==> src/rtl/color_seq_if.sv <==
// Control/status bundle between the top level and color_sequencer.
// The master drives hue controls; the slave returns colour and segment.
interface color_seq_if;
  logic        en_i;
  logic        dir_i;
  logic        timeout_i;
  logic        load_i;
  logic [10:0] hue_i;
  logic [23:0] color_o;
  logic [2:0]  seg_o;
  logic        wrap_o;

  modport master (
    output en_i, dir_i, timeout_i, load_i, hue_i,
    input  color_o, seg_o, wrap_o
  );

  modport slave (
    input  en_i, dir_i, timeout_i, load_i, hue_i,
    output color_o, seg_o, wrap_o
  );
endinterface

==> src/rtl/color_sequencer.sv <==
// Six-segment hue wheel stepped by prescaled timeout pulses.
// Colour is mapped from next-state so it lands on the same edge as the hue.
module color_sequencer #(
  parameter logic [7:0] STEP = 8'd16,
  parameter int         DIV  = 1
) (
  input  logic         clk_i,
  input  logic         rst_i,
  color_seq_if.slave   bus
);

  localparam int PW = $clog2(DIV + 1);
  localparam logic [PW-1:0] PMAX = PW'(DIV - 1);

  logic [2:0]    r_seg;
  logic [7:0]    r_phase;
  logic [PW-1:0] r_pre;
  logic [23:0]   r_color;
  logic          r_wrap;

  logic          w_cnt;
  logic          w_adv;
  logic [8:0]    w_sum;
  logic [8:0]    w_diff;
  logic [2:0]    w_seg;
  logic [7:0]    w_phase;
  logic [PW-1:0] w_pre;
  logic          w_wrap;

  assign w_cnt  = bus.en_i & bus.timeout_i;
  assign w_adv  = w_cnt & (r_pre == PMAX);
  assign w_sum  = {1'b0, r_phase} + {1'b0, STEP};
  assign w_diff = {1'b0, r_phase} - {1'b0, STEP};

  always_comb begin
    w_seg   = r_seg;
    w_phase = r_phase;
    w_pre   = r_pre;
    w_wrap  = 1'b0;
    if (bus.load_i) begin
      w_seg   = (bus.hue_i[10:8] > 3'd5) ? 3'd5 : bus.hue_i[10:8];
      w_phase = bus.hue_i[7:0];
      w_pre   = '0;
    end else if (w_adv) begin
      w_pre = '0;
      if (bus.dir_i) begin
        w_phase = w_diff[7:0];
        if (w_diff[8]) begin
          w_seg  = (r_seg == 3'd0) ? 3'd5 : r_seg - 3'd1;
          w_wrap = (r_seg == 3'd0);
        end
      end else begin
        w_phase = w_sum[7:0];
        if (w_sum[8]) begin
          w_seg  = (r_seg == 3'd5) ? 3'd0 : r_seg + 3'd1;
          w_wrap = (r_seg == 3'd5);
        end
      end
    end else if (w_cnt) begin
      w_pre = r_pre + PW'(1);
    end
  end

  function automatic logic [23:0] hue2rgb(
    input logic [2:0] seg,
    input logic [7:0] r
  );
    logic [7:0] nr;
    nr = 8'hFF - r;
    case (seg)
      3'd0:    hue2rgb = {8'hFF, r,     8'h00};
      3'd1:    hue2rgb = {nr,    8'hFF, 8'h00};
      3'd2:    hue2rgb = {8'h00, 8'hFF, r};
      3'd3:    hue2rgb = {8'h00, nr,    8'hFF};
      3'd4:    hue2rgb = {r,     8'h00, 8'hFF};
      default: hue2rgb = {8'hFF, 8'h00, nr};
    endcase
  endfunction

  always_ff @(posedge clk_i) begin
    if (rst_i) begin
      r_seg   <= 3'd0;
      r_phase <= 8'h00;
      r_pre   <= '0;
      r_color <= 24'hFF0000;
      r_wrap  <= 1'b0;
    end else begin
      r_seg   <= w_seg;
      r_phase <= w_phase;
      r_pre   <= w_pre;
      r_color <= hue2rgb(w_seg, w_phase);
      r_wrap  <= w_wrap;
    end
  end

  assign bus.color_o = r_color;
  assign bus.seg_o   = r_seg;
  assign bus.wrap_o  = r_wrap;

endmodule

==> src/flat_wrapper.sv <==
// flat-port wrapper written by rule: the top's interface ports become plain ports
module color_sequencer_flat 
#(
  parameter logic [7:0] STEP = 8'd16,
  parameter int         DIV  = 1
)
  (clk_i, rst_i, bus_en_i, bus_dir_i, bus_timeout_i, bus_load_i, bus_hue_i, bus_color_o, bus_seg_o, bus_wrap_o);
  color_seq_if bus_i ();
  input  logic clk_i;
  input  logic rst_i;
  input wire logic [$bits(bus_i.en_i)-1:0] bus_en_i;
  input wire logic [$bits(bus_i.dir_i)-1:0] bus_dir_i;
  input wire logic [$bits(bus_i.timeout_i)-1:0] bus_timeout_i;
  input wire logic [$bits(bus_i.load_i)-1:0] bus_load_i;
  input wire logic [$bits(bus_i.hue_i)-1:0] bus_hue_i;
  output wire logic [$bits(bus_i.color_o)-1:0] bus_color_o;
  output wire logic [$bits(bus_i.seg_o)-1:0] bus_seg_o;
  output wire logic [$bits(bus_i.wrap_o)-1:0] bus_wrap_o;
  assign bus_i.en_i = bus_en_i;
  assign bus_i.dir_i = bus_dir_i;
  assign bus_i.timeout_i = bus_timeout_i;
  assign bus_i.load_i = bus_load_i;
  assign bus_i.hue_i = bus_hue_i;
  assign bus_color_o = bus_i.color_o;
  assign bus_seg_o = bus_i.seg_o;
  assign bus_wrap_o = bus_i.wrap_o;
  color_sequencer #(.STEP(STEP), .DIV(DIV)) u_core (.clk_i(clk_i), .rst_i(rst_i), .bus(bus_i));
endmodule
==> config.mk <==
export PLATFORM = sky130hd
export DESIGN_NAME = color_sequencer_flat
export DESIGN_NICKNAME = d
export VERILOG_FILES = /design/src/rtl/color_seq_if.sv /design/src/rtl/color_sequencer.sv /design/src/flat_wrapper.sv
export SDC_FILE = /design/constraint.sdc
export NUM_CORES = 1
export LEC_CHECK = 0
export ABC_CLOCK_PERIOD_IN_PS = 6450
export CAP_MARGIN = 20
export CORE_AREA = 2 2 67 75
export DETAILED_ROUTE_END_ITERATION = 10
export DIE_AREA = 0 0 69 77
export PLACE_DENSITY = 0.78
export SLEW_MARGIN = 20
export SYNTH_ARGS = -nofsm -noshare
export SYNTH_HDL_FRONTEND = slang
export SYNTH_SLANG_ARGS = --single-unit
==> constraint.sdc <==
create_clock -name clk_i -period 6.45 [get_ports clk_i]
set_clock_uncertainty 0.05 [all_clocks]
set_input_delay 0.645 -clock clk_i [delete_from_list [all_inputs] [get_ports clk_i]]
set_output_delay 0.645 -clock clk_i [all_outputs]
set_load 0.1 [all_outputs]
**Yosys cells after proc, flatten, opt, wreduce, memory -nomap -nowiden**

Index checks and enable logic that the tools add are counted.

- Flip-flop bits (word level): 37
- Bits in latches: 0
- Memory bits (writable): 0
- Memory bits (read-only): 0
- Input bits: 17
- Output and inout port bits: 28
- Logic and storage cells: 40
- Memories kept: 0

- Add/sub/neg operators: 6
- Multiply operators: 0
- Div/mod/pow operators: 0
- Magnitude comparators: 1
- Equal/unequal tests: 5
- Shift operators: 0
- Multiplexer cells: 15
- Bitwise gates (word level): 4
- Reduce and logical (&&, ||, !) cells: 4

Operators with widths:

| cell | count |
|---|---|
| $pmux W24 S5 | 1 |
| $mux W3 | 8 |
| $mux W8 | 3 |
| $add A8 B5 Y9 const B | 1 |
| $sub A8 B5 Y9 const B | 1 |
| $sub A8 B8 Y8 const A | 1 |
| $eq A3 B2 Y1 const B | 2 |
| $eq A3 B3 Y1 const B | 2 |
| $logic_not A3 Y1 | 2 |
| $reduce_or A3 Y1 | 2 |
| $add A3 B1 Y3 const B | 1 |
| $eq A3 B1 Y1 const B | 1 |
| $gt A3 B3 Y1 const B | 1 |
| $mux W1 | 3 |
| $sub A3 B1 Y3 const B | 1 |
| $and A1 B1 Y1 | 2 |
| $not A1 Y1 | 2 |
| $add A1 B1 Y1 const B | 1 |

**Depth between registers and ports, before layout**

- Depth after elaboration: 8
- Gate-level depth with buffers: 10
- Depth with buffers taken out: 8

**Worst setup path before layout**

No wires, ideal clock.

- Path type: flip-flop to flip-flop
- Start point: register u_core.r_seg[0] (netlist: u_core.bus.seg_o[0])
- End point: register u_core.r_color[4] (netlist: u_core.bus.color_o[4])
- Setup time: 122 ps
- Arrival: 2,738 ps
- Required time: 6,278 ps
- Setup slack: 3,540 ps
- Cell stages (with the launch flop): 10
- Path buffers: 2
- Clock period less this slack: 2,910 ps
- Path through: dfxtp_1 > buf_4 > nor2_1 > ha_1 > nand4bb_1 > o211ai_1 > a41o_1 > clkbuf_1 > nand2_2 > a221o_1

- Word-level cells in the longest chain between the ends: 8
- Elaborated cells between the ends (all ways): 17
- Classes of those cells: add/sub: 2; eq/ne: 5; mux: 8; reduce/logical: 2

Ends and longest elaborated chain:

| item | line | text |
|---|---|---|
| start, declared | color_sequencer.sv:15 | `logic [2:0] r_seg;` |
| start signal, assigned | color_sequencer.sv:88 | `r_seg <= w_seg;` |
| $add A3 B1 Y3 (tied with other cells) | color_sequencer.sv:55 | `w_seg = (r_seg == 3'd5) ? 3'd0 : r_seg + 3'd1;` |
| $mux W3 (on tied branches) | color_sequencer.sv:55, color_sequencer.sv:49 |  |
| $mux W3 (on tied branches) | color_sequencer.sv:54, color_sequencer.sv:48 |  |
| $mux W3 | color_sequencer.sv:46 | `if (bus.dir_i) begin` |
| $mux W3 * | color_sequencer.sv:44 | `end else if (w_adv) begin` |
| $mux W3 * | color_sequencer.sv:40 | `if (bus.load_i) begin` |
| $eq A3 B3 Y1 (tied with other cells) | color_sequencer.sv:70 | `case (seg)` |
| $pmux W24 S5 * | color_sequencer.sv:70 |  |
| end signal, assigned | color_sequencer.sv:91 | `r_color <= hue2rgb(w_seg, w_phase);` |
| end, declared | color_sequencer.sv:18 | `logic [23:0] r_color;` |

Every way passes the cells marked *; elsewhere a longest branch is shown, timed or not.
A chain may end at the register's enable or synchronous reset.

**Worst setup path after layout**

- Start point: input bus_load_i
- End point: register u_core.r_color[1] (netlist: u_core.bus.color_o[1])

- Word-level cells in the longest chain between the ends: 3
- Elaborated cells between the ends (all ways): 9
- Classes of those cells: add/sub: 1; eq/ne: 4; mux: 3; reduce/logical: 1

Ends and longest elaborated chain:

| item | line | text |
|---|---|---|
| start, declared | flat_wrapper.sv:14 | `input wire logic [$bits(bus_i.load_i)-1:0] bus_load_i;` |
| $mux W8 or $mux W3 (tied branches) | color_sequencer.sv:40 |  |
| $sub A8 B8 Y8 (tied with other cells) | color_sequencer.sv:69 | `nr = 8'hFF - r;` |
| $pmux W24 S5 * | color_sequencer.sv:70 |  |

Marks and branches as above.

==> impl_summary.txt <==
----------------------------------------------------
[GRT]
  Wire length of the first global-routing pass ... 7.00 mm
  Via count of the first global-routing pass ... 1446
  Number of antenna violations at the first check in global routing ... 0
  Overall routing resource usage ... 16.1%
  Maximum number of pins on one net before global-route repair ... 30
  Total global routing overflow ... 0

[Final layout]
  Post-route cell area ... 0.00235 sq mm
  Most used cells in the layout excluding fill and tap cells ... clkdlybuf4s50_1, dfxtp_1, nor2_1
  Multi-input logic area ... 956 sq um
  Layout Cells excl Fill ... 292
  Area taken by flip-flops and latches ... 741 sq um
  Layout Utilization ... 51.5%
  Most common cell after layout, fill and taps aside ... clkdlybuf4s50_1
  Layout-stage area growth over the synthesis result ... 31.8%
  Share of cells above drive strength 1 ... 5.51%
  Filler cells ... 442
  Count of antenna diodes in the layout ... 0
  Post-layout nets ... 255

[STA]
  Final critical path time including I/O delays and setup ... 3.01 ns
  Worst slew pin tran ... 1.03 ns
  Endpoints failing hold ... 0
  Final cycle utilization of the critical path ... 46.6%
  TNS Setup ... 0 ns
  Timing-limited maximum frequency ... 0.332 GHz
  RSZ-0062 raised after global routing ... no
  Count of final setup violators ... 0
  Final Hold Slack ... 0.407 ns
  Max-slew headroom at the worst pin ... 31.4%
  Final worst slack ... 3.44 ns
  Final-report max-slew violation count ... 0

[Pwr]
  Worst vdd ir ... 154 uV
  Leakage power of the design ... 0.899 nW
  Power Dens Cells ... 320 mW/mm^2
  Total power ... 0.751 mW

[Route]
  Initial DRC Count ... 115
  First-pass iteration count of the detailed router ... 5
  Remaining antenna violation count ... 0
  Detailed Route WL ... 4.16 mm
  Wire length per cell after detailed routing ... 14.2 um
  Via total after detailed routing ... 1530
  DR DRC count ... 0
  Per-cell via count in the routed design ... 5.24

[Job]
  Max-cap violations ... 0

[Floorplan]
  Total Die Area ... 0.00531 sq mm
  Vertical die dimension ... 77 um
  Core area ... 0.00455 sq mm
  Horiz. Die Dim ... 69 um
  Top-level port count ... 45
  Starting utilization of the core area ... 39.1%
  Standard-cell row count ... 26

[Critical path]
  Worst R2R Start ... u_core.r_phase[4]
  Worst Setup End Kind ... flip-flop
  Highest fanout seen on the critical path ... 20
  R2R Setup Slk ... 3.88 ns
  Critical path arrival ... 3.13 ns
  Kind of critical path ... primary input to flip-flop
  Crit path launch ... bus_load_i
  Worst reg2reg path endpoint ... u_core.bus.color_o[1]
  Destination of the critical timing path ... u_core.bus.color_o[1]
  Cell depth of the worst flop-to-flop path ... 8
  CP Data Required Time ... 6.57 ns
  Critical Path Source Type ... primary input

[Synth]
  Number of warnings printed during yosys synthesis ... 0
  Portion of the post-synthesis area used by sequential elements ... 41.6%
  Number of flops mapped to enable cells by yosys ... 0
  Predominant post-synthesis flop cell ... dfxtp_1
  Async SR Flop Fraction ... 0%
  Number of distinct library cell variants in the gate-level netlist after synthesis ... 51
  Synth Cell Area ... 0.00178 sq mm
  Synthesized instance count ... 197
  Syn nets ... 217
  Mapped Avg Cell Area ... 9.04 sq um
  Synthesis-stage register bit count ... 37

[CTS]
  Clock tree root driver cell ... clkbuf_8
  H-tree depth ... 2
  Post-CTS clock slew at the launch and capture registers of the worst setup and hold paths ... 0.08 ns
  # clock sinks ... 37
  Clock insertion delay at the later pin of the skew report ... 0.29 ns
  Total CTS buffers ... 5
  Quantity of hold-fixing buffers added after cts ... 0
  Maximum clock insertion buffer count ... 2
  Count of buffers added by post-CTS timing repair for setup ... 0
  CTS tree ... yes
  CTS-repair resized insts ... 0

[Worst hold path]
  Launch instance of the worst min-delay path ... u_core.r_pre
  Cell depth of the worst min-delay path ... 2
  Class of the tightest hold or removal check ... flip-flop to flip-flop

[Placed design]
  Number of placed cells counting well taps ... 284
  Place WS ... 3.16 ns
  Detailed-placement wirelength estimate ... 2.82 mm
  Port-buffer cells ... 44
  Placer Congestion ... 0.850
  Post-placement cell area ... 0.00223 sq mm

[Outcome]
  Result of the run ... finished clean

----------------------------------------------------
-- synthesized netlist by cell type (all sizes together) (2+ instances only) --
cell,n,share of area (%)
a221o,7,3.9
nor2,30,6.3
a21o,8,3.4
mux2i,7,3.9
and3,2,0.70
a211oi,8,4.1
a2bb2oi,3,1.5
buf,8,2.4
xor2,2,0.98
nor2b,11,3.9
a21oi,4,1.3
clkbuf,5,1.1
xnor2,2,0.98
o21ai,8,2.2
o211ai,2,0.84
a32oi,2,0.98
dfxtp,37,42
nor3b,2,0.84
or4b,2,1.1
inv,6,1.3
nand2,13,2.9
nand3b,2,0.84
ha,3,2.1
nand3,2,0.56
-- per-layer routing --
metal  GRT usage [%]  part of all wire (%)  wire length, um
met1            20.1                    46             1930
met2            27.1                    47             1940
met3            4.73                   6.0              248
met4            4.12                   1.2               48
met5               0                     0                0
-- how the worst min path moves through the flow --
| stage | endpoint | slack, ns |
|---|---|---|
| 6_report | u_core.r_pre | 0.41 |
| 5_1_grt | u_core.r_pre | 0.44 |
| 4_1_cts | u_core.r_pre | 0.41 |
| 3_5_place_dp | u_core.r_pre | 0.40 |
| 3_3_place_gp | u_core.r_pre | 0.38 |
| 2_1_floorplan | u_core.r_pre | 0.38 |
-- worst max-delay path, cell delays in order --
cell	delay, ns
clkdlybuf4s50_1	1.01
nor2b_1	0.10
a22oi_1	0.24
nand3_1	0.26
nand3_1	0.34
nand2_2	0.17
a221o_1	0.36
-- cells by family after synthesis --
group                      count (synthesis)  synth area share (%)
and+or+nand+nor                           78                  23.5
AOI/OAI and AO/OA                         49                  22.2
DFF                                       37                  41.6
buffers and inverters                     19                  4.71
muxes                                      7                  3.94
xor gates and xnor gates                   4                  1.97
adders and majority gates                  3                  2.11
-- sequential cells by signal (all words and copies together) (netlist names) --
name and cells:
u_core.r_phase 8, u_core.bus.color_o 24, u_core.r_pre 1, u_core.bus.wrap_o 1, u_core.bus.seg_o 3
-- cell type report --
type | instances | area share (%)
inverters | 6 | 0.960
clock buffers | 7 | 3.68
well taps | 56 | 2.99
flip-flops and latches | 37 | 31.6
clock inverters | 1 | 1.28
multi-input cells | 141 | 40.7
repair buffers | 44 | 18.8
-- where the power goes --
part / internal [mW] / switching, mW / leakage (nW)
logic: 0.0759 / 0.204 / 0.534
registers: 0.251 / 0.0111 / 0.306
clock network: 0.126 / 0.0828 / 0.0585
Note: power is estimated with default switching activity, not from simulation.
